### config.mk
export PLATFORM = sky130hd
export DESIGN_NAME = uart_tx_flat
export DESIGN_NICKNAME = d
export VERILOG_FILES = /design/src/rtl/uart_tx_if.sv /design/src/rtl/uart_tx.sv /design/src/flat_wrapper.sv
export SDC_FILE = /design/constraint.sdc
export NUM_CORES = 1
export LEC_CHECK = 0
export ABC_AREA = 0
export CORE_MARGIN = 2
export CORE_UTILIZATION = 35
export CTS_CLUSTER_DIAMETER = 150
export DETAILED_ROUTE_END_ITERATION = 12
export GPL_ROUTABILITY_DRIVEN = 0
export PLACE_DENSITY = 0.65
export SETUP_SLACK_MARGIN = 0.4
export SLEW_MARGIN = 25
export SYNTH_ARGS = -nofsm -noshare
export SYNTH_HDL_FRONTEND = slang
export SYNTH_SLANG_ARGS = --single-unit
### constraint.sdc
create_clock -name CLK -period 2.25 [get_ports CLK]
set_input_delay 0.45 -clock CLK [delete_from_list [all_inputs] [get_ports CLK]]
set_output_delay 0.45 -clock CLK [all_outputs]
set_load 0.01 [all_outputs]
### src/rtl/uart_tx_if.sv
// Signal bundle between the byte source (master) and the uart_tx serializer (slave).
interface uart_tx_if;
   logic [7:0] IN_Data;
   logic       byte_ready;
   logic       tx_byte;
   logic       Tx;
   logic       tx_busy;

   modport master (
      output IN_Data,
      output byte_ready,
      output tx_byte,
      input  Tx,
      input  tx_busy
   );

   modport slave (
      input  IN_Data,
      input  byte_ready,
      input  tx_byte,
      output Tx,
      output tx_busy
   );
endinterface

### src/rtl/uart_tx.sv
// Transmit-only 8N1 UART serializer with a separate holding register and shift register.
module uart_tx #(
   parameter int unsigned CLKS_PER_BIT = 85
) (
   input logic      CLK,
   input logic      reset,
   uart_tx_if.slave bus
);
   localparam int unsigned CW = (CLKS_PER_BIT > 1) ? $clog2(CLKS_PER_BIT) : 1;
   localparam logic [CW-1:0] LAST = CW'(CLKS_PER_BIT - 1);

   typedef enum logic [1:0] {IDLE, START, DATA, STOP} state_t;

   state_t        state, state_d;
   logic [CW-1:0] cnt, cnt_d;
   logic [2:0]    idx, idx_d;
   logic [7:0]    hold, shift;
   logic          valid;
   logic          tx_q, busy_q, tx_d, busy_d;
   logic          bit_end, start;

   assign bit_end = (cnt == LAST);
   assign start   = (state == IDLE) && bus.tx_byte && valid;

   always_ff @(posedge CLK or negedge reset) begin
      if (!reset) begin
         state <= IDLE;
         cnt   <= '0;
         idx   <= '0;
      end else begin
         state <= state_d;
         cnt   <= cnt_d;
         idx   <= idx_d;
      end
   end

   always_comb begin
      state_d = state;
      cnt_d   = '0;
      idx_d   = idx;
      case (state)
         IDLE: begin
            idx_d = '0;
            if (start) state_d = START;
         end
         START: begin
            if (bit_end) begin
               state_d = DATA;
               idx_d   = '0;
            end else cnt_d = cnt + 1'b1;
         end
         DATA: begin
            if (bit_end) begin
               if (idx == 3'd7) begin
                  state_d = STOP;
                  idx_d   = '0;
               end else idx_d = idx + 3'd1;
            end else cnt_d = cnt + 1'b1;
         end
         STOP: begin
            if (bit_end) state_d = IDLE;
            else cnt_d = cnt + 1'b1;
         end
         default: state_d = IDLE;
      endcase
   end

   // Line level is decoded from the next state so Tx/tx_busy can be registered
   // and still change on the very edge the state does.
   always_comb begin
      tx_d   = 1'b1;
      busy_d = 1'b1;
      case (state_d)
         IDLE:    busy_d = 1'b0;
         START:   tx_d   = 1'b0;
         DATA:    tx_d   = shift[idx_d];
         STOP:    tx_d   = 1'b1;
         default: busy_d = 1'b0;
      endcase
   end

   always_ff @(posedge CLK or negedge reset) begin
      if (!reset) begin
         hold   <= '0;
         shift  <= '0;
         valid  <= 1'b0;
         tx_q   <= 1'b1;
         busy_q <= 1'b0;
      end else begin
         tx_q   <= tx_d;
         busy_q <= busy_d;
         if (start) shift <= hold;
         // A load on the start edge re-arms valid for the newly captured byte.
         if (bus.byte_ready) begin
            hold  <= bus.IN_Data;
            valid <= 1'b1;
         end else if (start) begin
            valid <= 1'b0;
         end
      end
   end

   assign bus.Tx      = tx_q;
   assign bus.tx_busy = busy_q;
endmodule

### src/flat_wrapper.sv
// flat-port wrapper written by rule: the top's interface ports become plain ports
module uart_tx_flat 
#(
   parameter int unsigned CLKS_PER_BIT = 85
)
  (CLK, reset, bus_IN_Data, bus_byte_ready, bus_tx_byte, bus_Tx, bus_tx_busy);
  uart_tx_if bus_i ();
  input logic CLK;
  input logic reset;
  input wire logic [$bits(bus_i.IN_Data)-1:0] bus_IN_Data;
  input wire logic [$bits(bus_i.byte_ready)-1:0] bus_byte_ready;
  input wire logic [$bits(bus_i.tx_byte)-1:0] bus_tx_byte;
  output wire logic [$bits(bus_i.Tx)-1:0] bus_Tx;
  output wire logic [$bits(bus_i.tx_busy)-1:0] bus_tx_busy;
  assign bus_i.IN_Data = bus_IN_Data;
  assign bus_i.byte_ready = bus_byte_ready;
  assign bus_i.tx_byte = bus_tx_byte;
  assign bus_Tx = bus_i.Tx;
  assign bus_tx_busy = bus_i.tx_busy;
  uart_tx #(.CLKS_PER_BIT(CLKS_PER_BIT)) u_core (.CLK(CLK), .reset(reset), .bus(bus_i));
endmodule
==> run summary <==
Crit path DAT -> 2.26 ns
Die Wd -> 70.0 um
Avg Cell Area, Syn -> 11.7 um2
Status -> complete, no violations
First-pass GRT wire length -> 5030 um
Critical path class -> reg -> reg
Max FO, Critical Path -> 6
Area leader, netlist -> dfrtp_1
Die Area -> 4910 um2
PwrDens -> 609 nW/um2
Antenna Nets Post-Route -> 0
Post-route minimum period -> 2.06 ns
RSZ-0062 raised after global routing -> yes
Crit path buf inv count -> 1
Clock Skew -> 0.00777 ns
Layout cells sized above 1 -> 28.8%
Critical Path RT -> 2.45 ns
Yosys top cell area share -> 49.2%
Synthesized area -> 1530 um2
Total routed wirelength -> 2950 um
Iteration-0 DRC Markers -> 40
MaxCap Viol Count -> 0
Crit share post-route -> 91.6%
Sequential share of the synthesized area -> 50.9%
Most frequent cells after synthesis -> dfrtp_1 (30), mux2_2 (12), nor2_1 (12)
Syn_nets -> 146
Maximum vdd drop -> 404 uV
N_diodes -> 0
Nets -> 171
Largest net degree at the start of global routing -> 32
Worst Hold Launch -> u_core.valid
CTS max path bufs -> 2
Die height -> 70.0 um
Fin Setup TNS -> 0 ns
# IOs -> 14
Starting density of the core -> 35.8%
Clock slew at reported path FFs -> 0.06 ns
Initial antenna violation count -> 0
CP Cell Sequence -> inv_2 > ha_4 > nand4b_4 > o311ai_1 > nand3_2 > a2111o_1 > nand4b_1 > a31oi_1
GRT Util Overall -> 13.0%
Hold Vio Cnt, Final -> 0
Worst Hold Path Cells -> 1
Worst hold path type -> reg -> reg
Worst-case reg-to-reg path depth -> 8
Grt total ovfl -> 0
Vias in the first global route -> 1111
Clock Sinks -> 31
Post-synth top flop -> dfrtp_1
LEAKAGE -> 0.870 nW
Crit-path slowest cell -> o311ai_1
Routed vias -> 1092
Main area contributors after synthesis -> dfrtp_1 (49%), mux2_2 (8.9%), ha_1 (3.3%), nor2_1 (3.0%), xnor2_1 (2.3%)
Cell family with most CP delay -> compound AO/OA/AOI/OAI gates
RR Startpoint -> u_core.cnt[1]
Total core area -> 4260 um2
Synth unique cells -> 41
Post-Syn Instances -> 130
Worst slew margin -> 65.1%
Post-synth EDFFs -> 0
Syn. warnings -> 0
Post-CTS Hold Buffers -> 0
Vias/cell -> 5.25
Wire per inst -> 14.2 um
Post-DP HPWL -> 1970 um
Number of buffers created by CTS -> 5
Hold endpoint -> u_core.valid
Worst-Skew Late Latency -> 0.28 ns
CP Capture Type -> flop
Ys async rst share -> 100%
Fmax -> 0.485 GHz
Most frequent cell after synthesis -> dfrtp_1
R2R setup slack -> 0.19 ns
Least-Margin Pin Slew -> 0.520 ns
CP startpoint kind -> flop
Port Buffers -> 13
Finished Core Util -> 44.4%
Final Max Tran Viols -> 0
CTS tree -> built
Clk root buf -> clkbuf_8
Worst R2R End -> u_core.bus.Tx
Area Overhead vs Synth -> 23.9%
Pre-Repair DR Iteration Count -> 4
Remaining DRCs -> 0
Yosys reg bits -> 31
Setup violations, final -> 0
CP peak stage delay -> 0.48 ns
Cell Rows -> 24
H-tree depth -> 2
-- routing by layer --
metal,global-route usage (%),vias up,share of wire (%)
li1,-,507,-
met1,15.1,547,41
met2,22.1,30,52
met3,4.47,8,5.1
met4,4.91,0,1.8
met5,0,-,0
-- state kept, by name, summed over array words and instances (netlist names) --
| signal | cells |
|---|---|
| u_core.state | 2 |
| u_core.bus.Tx | 1 |
| u_core.idx | 3 |
| u_core.hold | 8 |
| u_core.shift | 8 |
| u_core.bus.tx_busy | 1 |
| u_core.valid | 1 |
| u_core.cnt | 7 |
-- logic make-up after synthesis --
group           count (synthesis)  synth area share, %
compound gates                 20                 11.9
mux                            12                 8.85
fa+ha+maj                       4                 3.28
xor+xnor                        7                 4.02
simple gates                   42                 16.9
flops                          31                 50.9
buf+inv                        14                 4.18
-- power by group --
group / switching, W / leakage [nW] / total (W) / internal (W)
registers: 0.00000715 / 0.358 / 0.000579 / 0.000572
clock network: 0.000193 / 0.0524 / 0.000523 / 0.000331
logic: 0.0000186 / 0.459 / 0.0000490 / 0.0000305
-- how the worst max path moves through the flow --
stage                          startpoint             to  slack [ns]  depth (start not counted)
after floorplan             u_core.idx[0]  u_core.bus.Tx        0.41                          7
after global placement    u_core.state[1]  u_core.bus.Tx        0.30                          6
after detailed placement    u_core.cnt[0]  u_core.bus.Tx        0.27                          8
after CTS                   u_core.cnt[1]  u_core.bus.Tx        0.31                          9
after global routing        u_core.cnt[1]  u_core.bus.Tx        0.05                          8
final                       u_core.cnt[1]  u_core.bus.Tx        0.19                          8
-- cell type report --
class | instances | area [um2]
well taps | 52 | 65.1
repair buffers | 22 | 198
fillers | 401 | 2370
clock inverters | 1 | 30.0
multi-input cells | 85 | 706
inverters | 10 | 37.5
flip-flops and latches | 31 | 779
clock buffers | 7 | 76.3
-- worst register-to-register path, stage by stage (launching register included) --
cell and delay [ns]:
dfrtp_1 0.40, inv_2 0.07, ha_4 0.14, nand4b_4 0.16
o311ai_1 0.48, nand3_2 0.21, a2111o_1 0.32, nand4b_1 0.10
a31oi_1 0.09
-- layout by cell type, fill, tap and decap left out, types with 2 or more instances in the layout --
master | synthesis | final
mux2_2 | 12 | 12
o21ai_0 | 4 | 4
dfrtp_1 | 30 | 28
dfrtp_2 | 0 | 2
nand4_1 | 2 | 2
a31oi_1 | 3 | 3
ha_1 | 4 | 3
nor2b_1 | 2 | 2
inv_1 | 9 | 7
nand2_1 | 9 | 9
nand3_1 | 6 | 5
nor2_1 | 12 | 12
clkdlybuf4s50_1 | 0 | 13
clkbuf_1 | 2 | 2
o2111ai_1 | 2 | 2
clkbuf_8 | 1 | 5
inv_2 | 1 | 3
buf_4 | 0 | 9
xnor2_1 | 4 | 4
xor2_1 | 3 | 3
-- through the flow --
stage	cells	hold slack (ns)	cell area (um2)	total power [W]	setup slack [ns]
3_5_place_dp	192	0.463	1710	0.000640	0.269
6_report	208	0.472	1890	0.00115	0.190
4_1_cts	204	0.477	1860	0.00117	0.315
5_1_grt	208	0.515	1890	0.00120	0.0511
2_1_floorplan	130	0.154	1530	0.000604	0.411
3_3_place_gp	192	0.452	1710	0.000637	0.295
-- timing repair --
item	in CTS	in global routing
pin swaps	5	2
buffers inserted	4	4
gates cloned	0	0
endpoints found under the setup margin	2	2
gates resized for setup	6	1
Note: power is estimated with default switching activity, not from simulation.
